`src/rtl/add_serial.sv`:
```
// add_serial: multi-cycle adder/subtractor that adds CHUNK bits per clock,
// least-significant chunk first, keeping the inter-chunk carry in a register.
// Operands enter through a valid/ready handshake. The result is held in output
// registers behind a second valid/ready handshake until the consumer takes it.
// WIDTH must be an integer multiple of CHUNK.
module add_serial #(
    parameter int WIDTH = 16,
    parameter int CHUNK = 4
) (
    input  logic             clk,
    input  logic             rst,
    input  logic [WIDTH-1:0] A,
    input  logic [WIDTH-1:0] B,
    input  logic             Cin,
    input  logic             Sub,
    input  logic             in_valid,
    output logic             in_ready,
    output logic [WIDTH-1:0] Sum,
    output logic             Cout,
    output logic             Ovf,
    output logic             out_valid,
    input  logic             out_ready
);

    localparam int NCHUNK = WIDTH / CHUNK;
    localparam int CW     = (NCHUNK > 1) ? $clog2(NCHUNK) : 1;

    typedef enum logic [1:0] {
        IDLE = 2'd0,
        RUN  = 2'd1,
        DONE = 2'd2
    } state_t;

    state_t           state_q, state_d;
    logic [WIDTH-1:0] opA_q, opA_d;
    logic [WIDTH-1:0] opB_q, opB_d;
    logic             carry_q, carry_d;
    logic [CW-1:0]    cnt_q, cnt_d;
    logic [WIDTH-1:0] part_q, part_d;
    logic [WIDTH-1:0] sum_q, sum_d;
    logic             cout_q, cout_d;
    logic             ovf_q, ovf_d;

    logic [CHUNK-1:0] aChunk;
    logic [CHUNK-1:0] bChunk;
    logic [CHUNK:0]   chunkSum;
    logic [WIDTH-1:0] partNext;
    logic             lastChunk;

    // Select the operand chunk addressed by the counter, add it with the held
    // carry, and splice the chunk result into the partial-sum word.
    always_comb begin
        aChunk   = '0;
        bChunk   = '0;
        partNext = part_q;
        for (int k = 0; k < NCHUNK; k++) begin
            if (cnt_q == CW'(k)) begin
                aChunk = opA_q[k*CHUNK +: CHUNK];
                bChunk = opB_q[k*CHUNK +: CHUNK];
            end
        end
        chunkSum = {1'b0, aChunk} + {1'b0, bChunk} + {{CHUNK{1'b0}}, carry_q};
        for (int k = 0; k < NCHUNK; k++) begin
            if (cnt_q == CW'(k)) begin
                partNext[k*CHUNK +: CHUNK] = chunkSum[CHUNK-1:0];
            end
        end
        lastChunk = (cnt_q == CW'(NCHUNK - 1));
    end

    // Next-state logic: accept operands in IDLE, add one chunk per RUN cycle,
    // publish the result on the last chunk, and wait in DONE for the consumer.
    always_comb begin
        state_d = state_q;
        opA_d   = opA_q;
        opB_d   = opB_q;
        carry_d = carry_q;
        cnt_d   = cnt_q;
        part_d  = part_q;
        sum_d   = sum_q;
        cout_d  = cout_q;
        ovf_d   = ovf_q;
        case (state_q)
            IDLE: begin
                if (in_valid) begin
                    opA_d   = A;
                    opB_d   = B ^ {WIDTH{Sub}};
                    carry_d = Cin;
                    cnt_d   = '0;
                    state_d = RUN;
                end
            end
            RUN: begin
                carry_d = chunkSum[CHUNK];
                part_d  = partNext;
                cnt_d   = cnt_q + CW'(1);
                if (lastChunk) begin
                    cnt_d   = '0;
                    sum_d   = partNext;
                    cout_d  = chunkSum[CHUNK];
                    ovf_d   = (opA_q[WIDTH-1] == opB_q[WIDTH-1]) &&
                              (partNext[WIDTH-1] != opA_q[WIDTH-1]);
                    state_d = DONE;
                end
            end
            DONE: begin
                if (out_ready) begin
                    state_d = IDLE;
                end
            end
            default: begin
                state_d = IDLE;
            end
        endcase
    end

    // State register with synchronous reset that aborts any operation in flight.
    always_ff @(posedge clk) begin
        if (rst) begin
            state_q <= IDLE;
            opA_q   <= '0;
            opB_q   <= '0;
            carry_q <= 1'b0;
            cnt_q   <= '0;
            part_q  <= '0;
            sum_q   <= '0;
            cout_q  <= 1'b0;
            ovf_q   <= 1'b0;
        end else begin
            state_q <= state_d;
            opA_q   <= opA_d;
            opB_q   <= opB_d;
            carry_q <= carry_d;
            cnt_q   <= cnt_d;
            part_q  <= part_d;
            sum_q   <= sum_d;
            cout_q  <= cout_d;
            ovf_q   <= ovf_d;
        end
    end

    assign in_ready  = (state_q == IDLE);
    assign out_valid = (state_q == DONE);
    assign Sum       = sum_q;
    assign Cout      = cout_q;
    assign Ovf       = ovf_q;

endmodule

```
`config.mk`:
```
export PLATFORM = sky130hd
export DESIGN_NAME = add_serial
export DESIGN_NICKNAME = d
export VERILOG_FILES = /design/src/rtl/add_serial.sv
export SDC_FILE = /design/constraint.sdc
export NUM_CORES = 1
export LEC_CHECK = 0
export ABC_AREA = 1
export CAP_MARGIN = 20
export CORE_MARGIN = 1
export CORE_UTILIZATION = 47
export CTS_CLUSTER_SIZE = 12
export DETAILED_ROUTE_END_ITERATION = 10
export GPL_TIMING_DRIVEN = 0
export PLACE_DENSITY = 0.87
export REMOVE_ABC_BUFFERS = 1
export SLEW_MARGIN = 0
export SYNTH_ARGS = -nofsm -noshare
export SYNTH_HDL_FRONTEND = slang
export SYNTH_SLANG_ARGS = --single-unit
```
`constraint.sdc`:
```
create_clock -name clk -period 2.6 [get_ports clk]
set_clock_uncertainty 0.05 [all_clocks]
set_input_delay 0.52 -clock clk [delete_from_list [all_inputs] [get_ports clk]]
set_output_delay 0.52 -clock clk [all_outputs]
set_load 0.03 [all_outputs]
```
# ---- Yosys cells after proc, flatten, opt, wreduce, memory -nomap -nowiden
# Index checks and enable logic that the tools add are counted.
dict set report totals {
  regBits 71
  wordCells 52
  out_inout_bits 20
}
dict set report op_classes {
  bitwise 1
  mux 21
  n_reduce_logical 8
  eq_ne 10
  addsub 3
}
# operator count
set ops {}
lappend ops {{2-to-1 mux 4 bit} 12}
lappend ops {{bitwise XOR 16 bit} 1}
lappend ops {{2-to-1 mux 2 bit} 5}
lappend ops {{equality test 2 bit (second input constant)} 3}
lappend ops {{one-hot mux 2 bit (3 select lines)} 1}
lappend ops {{AND reduction 2 bit} 3}
lappend ops {{adder 4 x 4 -> 5 bit} 1}
lappend ops {{adder 5 x 1 -> 5 bit} 1}
lappend ops {{equality test 2 x 1 -> 1 bit (second input constant)} 2}
lappend ops {{logical NOT 2 bit} 2}
lappend ops {{!= test 2 bit (second input constant)} 2}
lappend ops {{one-hot mux 2 bit (2 select lines)} 1}
lappend ops {{AND reduction 3 bit} 1}
lappend ops {{adder 2 x 1 -> 2 bit (second input constant)} 1}
lappend ops {{!= test 2 x 1 -> 1 bit (second input constant)} 1}
lappend ops {{one-hot mux 1 bit (2 select lines)} 1}
lappend ops {{nonzero test 2 bit} 1}
lappend ops {{equality test 1 bit} 1}
lappend ops {{logical AND 1 bit} 1}
lappend ops {{2-to-1 mux 1 bit} 1}
lappend ops {{!= test 1 bit} 1}

# ---- Longest topological paths before layout
dict set report logic_depth {
  depth_word 10
  mapped_depth 17
  ltp_nobuf 16
}

# ---- Worst setup path before layout
# OpenSTA, ideal clock, no wires.
dict set report synth_timing {
  kind {reg-to-reg}
  start {register cnt_q[1]}
  end {register sum_q[5], in the netlist Sum[5]}
  path_stages_with_launch 16
  setup_ns 0.115
  synth_period_minus_slack_ns 2.765
  n_path_buf 1
  path_slack_ns -0.165
  arrival_time_ns 2.600
  cell_sequence {dfxtp_1 > inv_1 > ha_1 > inv_1 > clkbuf_1 > nor2_1 > o31ai_1 > o21ai_0 > fa_1 > inv_1 > fa_1 > inv_1 > nand2_1 > o21ai_0 > a21oi_1 > o21a_1}
}
dict set report synth_between {
  elab_chain_cells 8
}
# element line
set synth_lines {}
lappend synth_lines {{from (decl)} 38} ;# logic [CW-1:0] cnt_q, cnt_d;
lappend synth_lines {{from (signal assigned)} 134} ;# cnt_q <= cnt_d;
lappend synth_lines {{logical NOT 2 bit} 57} ;# if (cnt_q == CW'(k)) begin
lappend synth_lines {{2-to-1 mux 4 bit (4 in series)} 57}
lappend synth_lines {{adder 4 x 4 -> 5 bit} 62} ;# chunkSum = {1'b0, aChunk} + {1'b0, bChunk} + {{CHUNK{1'b0}}, carry_q};
lappend synth_lines {{adder 5 x 1 -> 5 bit} 62}
lappend synth_lines {{2-to-1 mux 4 bit} 64} ;# if (cnt_q == CW'(k)) begin
lappend synth_lines {{to (signal assigned)} 136} ;# sum_q <= sum_d;
lappend synth_lines {{to (decl)} 40} ;# logic [WIDTH-1:0] sum_q, sum_d;
# Parallel ways exist; a longest one is shown, timed or not.
# A chain may end at the register's enable or synchronous reset.

# ---- Worst setup path after layout
dict set report layout_timing {
  start {register cnt_q[1]}
  end {register part_q[15]}
}
dict set report layout_between {
  elab_chain_cells 8
}
# element line
set layout_lines {}
lappend layout_lines {{logical NOT 2 bit} 57}
lappend layout_lines {{2-to-1 mux 4 bit (4 in series)} 57}
lappend layout_lines {{adder 4 x 4 -> 5 bit} 62}
lappend layout_lines {{adder 5 x 1 -> 5 bit} 62}
lappend layout_lines {{2-to-1 mux 4 bit (*)} 64}
lappend layout_lines {{to (signal assigned)} 135} ;# part_q <= part_d;
lappend layout_lines {{to (decl)} 39} ;# logic [WIDTH-1:0] part_q, part_d;
# Every way passes the cells marked *; elsewhere a longest branch is shown, timed or not.

==> key figures <==
Clocking
  – Clock root cell: clkbuf_8
  – CTS tree: built
  – H-tree depth: 3
  – TritonCTS Sinks: ~70
  – Longest Clk Path Bufs: 2
  – Total CTS buffers: 9
  – Clock slew at reported path FFs: 0.07 ns
  – Worst skew pair latency: roughly 0.36 ns

Worst setup path
  – Endpoint type of the worst setup path: flop
  – Required @ worst endpoint: 2.79 ns
  – CP max FO: 7
  – Critical R2R Capture: part_q[15]
  – Arr. time, crit path: approximately 2.8 ns
  – R2r worst-path depth: 15
  – CP top delay family: compound AO/OA/AOI/OAI gates
  – Startpoint types: flop
  – CP max stage cell: dfxtp_4
  – WP buf/inv: 5
  – Setup CP Type: reg -> reg
  – R2R Setup Slk: -0.02 ns
  – R2r startpoint: cnt_q[1]
  – Slowest stage delay, CP: approximately 0.38 ns
  – CP Cell Sequence: inv_4, ha_4, clkinv_8, buf_4, o22ai_1, o21ai_0, o21ai_2, ha_1, nand3_1, nand3_1, nand3_2, o21ai_2, inv_1, o21ai_1, inv_1

Yosys
  – Synthesized area per cell: about 7.6 sq um
  – Top FF cell, synth: dfxtp_1
  – Yosys cell types: 32
  – Register area share after synthesis: between 40% and 50%
  – Number of synthesized register bits: just under 70
  – Async SR Flop Fraction: 0%
  – Synth Warn #: 0
  – Synthesized area: between 3000 and 4000 sq um
  – Post-synth EDFFs: 0
  – Post-Synthesis Cells: 420

STA
  – Min Tclk post-route: roughly 2.6 ns
  – Final Max Tran Viols: 0
  – Slew @ Worst Pin: a little over 1 ns
  – FMAX: around 380 MHz
  – Crit share post-route: 100.9%
  – Final hold violations: 0
  – Hold_ws: 0.4089 ns
  – Setup WS post-layout: -0.02421 ns
  – Final setup viols: 7
  – Rel. slew slack: 31.71%
  – Unrepaired setup endpoints after global routing: yes

Cells and area
  – Final instance area: ~4300 sq um
  – Util after Layout: between 60 and 70%
  – # diodes: 0
  – Layout Area Growth over Synthesis: 34.96%
  – Ratio of cells with drive above 1 in the final layout: around 17%
  – Final cell count without fillers: roughly 560
  – # nets final: 528
  – Filler cells: 537
  – Most common library cell in the layout ignoring fill and taps: dfxtp_1
  – Most frequent cells in the layout: dfxtp_1, clkdlybuf4s50_1, o21ai_0, nor2_1, a21oi_1

Place
  – IO buf count: 57
  – Post-DP HPWL: just under 5000 um
  – GPL Wtd Cong: 0.8310
  – DP Area: between 3000 and 4000 sq um
  – Placed cell count: 525

Hold path
  – Hold/Removal Path Class: reg -> reg
  – Hold Crit Endpoint: Sum[13]
  – WHS Path Cells: 2
  – Hold Startpoint: Sum[13]

Run
  – Max cap viols: 0

Power and ir drop
  – Switch Pwr: 788.3 uW
  – Sw Share: roughly 29%
  – Flop pwr share: a little over two fifths
  – IR drop worst, VDD: 0.2921 mV
  – Clock network fraction of total power: between 30% and 40%
  – Internal power: between 1500 and 2000 uW
  – Leakage power: 0.001791 uW
  – Combinational share of power: roughly 22%
  – Pwr per Cell Area: roughly 630 nW/um^2

Route
  – DR pass1 iterations: 7
  – Via-to-Cell Ratio: 5.361
  – Vias: just over 3000
  – DRT Wirelength: a little over 8000 um
  – Initial DRC count: 198
  – Detail Route Antenna Nets: 0
  – DRC: 6
  – Drt wl/cell: 14.45 um

Global routing
  – Largest net degree at the start of global routing: slightly below 50
  – Initial antenna violation count: 0
  – GRT overflow: 0
  – Gr usage total: a little under a quarter
  – Vias in the first global route: about 3000
  – Global-route wire length before repair: 12970 um

Floorplanning
  – Die Wd: between 80 and 90 um
  – Die H: 84.46 um
  – Core outline area: about 6500 sq um
  – Die area: 7133 sq um
  – Row count: 29
  – Starting Density: around 50%
  – I/O pins: 58

Status
  – Status: complete, but fails checks
  – Failing checks: DRC, setup timing
[layer usage]
metal,track usage (%),share of wire (%),routed length [um],vias to the layer above
li1,-,-,-,1488
met1,26.21,41,3334,1402
met2,41.06,51,4119,106
met3,3.933,5.5,444,22
met4,13.25,2.9,237,0
met5,0,0,0,-
[power by group through the flow]
stage          Clock (uW)  Sequential, uW  Combinational (uW)
3_5_place_dp            0            1160                 449
5_1_grt              1030            1150                 654
4_1_cts               969            1140                 514
3_3_place_gp            0            1160                 427
6_report              969            1140                 599
2_1_floorplan           0            1160                 292
[logic make-up (layout without fill, tap and decap cells)]
family,count (synthesis),in the layout,synth area share (%)
AOI/OAI and AO/OA,151,151,25.57
and+or+nand+nor,95,95,12.53
buffers and inverters,80,146,10.65
DFF,68,68,42.60
xor gates and xnor gates,17,17,4.659
adders and majority gates,9,9,3.994
[what timing repair did]
item / 4_1_cts / 5_1_grt
pin swaps: 9 / 15
endpoints found under the setup margin: 43 / 24
cloned: 1 / 0
endpoints found under the hold margin: 0 / 0
resized for setup: 41 / 38
hold buffers: 0 / 0
setup buffers: 13 / 8
[per-stage QoR]
| step | setup slack [ns] | setup TNS, ns | total power [uW] |
|---|---|---|---|
| 6_report | -0.02421 | -0.07696 | 2711 |
| 3_3_place_gp | -0.5888 | -22.30 | 1584 |
| 2_1_floorplan | -0.1656 | -1.084 | 1447 |
| 4_1_cts | -0.03997 | -0.07666 | 2623 |
| 3_5_place_dp | -0.6656 | -27.42 | 1611 |
| 5_1_grt | -0.1336 | -1.375 | 2830 |
[synthesized netlist by cell type (2+ instances only)]
cell type / n / area (sq um)
buf_2: 8 / 40.04
o21bai_1: 3 / 22.52
fa_1: 2 / 40.04
nand3_1: 10 / 50.05
o22ai_1: 3 / 18.77
nor2_1: 50 / 187.7
inv_2: 2 / 7.510
clkbuf_1: 16 / 60.06
dfxtp_1: 68 / 1361
nand2_1: 30 / 112.6
inv_1: 49 / 183.9
o21a_1: 10 / 75.07
ha_1: 7 / 87.58
a21oi_1: 50 / 250.2
buf_4: 3 / 22.52
o21ai_0: 76 / 380.4
nor2_4: 2 / 22.52
xor2_1: 16 / 140.1
a21oi_2: 2 / 17.52
[worst max path at each step]
stage	startpoint	slack, ns	end	cells past startpoint
floorplan	cnt_q[1]	-0.17	Sum[9]	14
global placement	cnt_q[1]	-0.59	Sum[5]	14
detailed placement	cnt_q[1]	-0.67	Sum[2]	14
CTS	cnt_q[1]	-0.04	carry_q	12
global route	cnt_q[1]	-0.13	carry_q	14
finish	cnt_q[1]	-0.02	part_q[15]	15
[cell type report]
cell class,instances,area (sq um),share of cell area (%)
Clock buffer,11,141.4,3.278
Clock inverter,5,75.07,1.741
Inverter,51,216.5,5.019
Multi-Input combinational cell,272,1677,38.87
Sequential cell,68,1369,31.74
Tap cell,77,96.34,2.234
Timing Repair Buffer,78,730.7,16.94
Timing Repair inverter,1,7.507,0.1741
[sequential cells by signal (all words and copies together), names as in the netlist]
| signal | count |
|---|---|
| Sum | 16 |
| opA_q | 16 |
| opB_q | 16 |
| part_q | 13 |
| cnt_q | 2 |
| state_q | 2 |
| Cout | 1 |
| Ovf | 1 |
| carry_q | 1 |
[tightest hold or removal path, cell delays in order, from the launching register on]
cell,delay (ns)
dfxtp_1,0.31
inv_1,0.05
a21oi_1,0.05
Power figures use the tool's default switching activity.
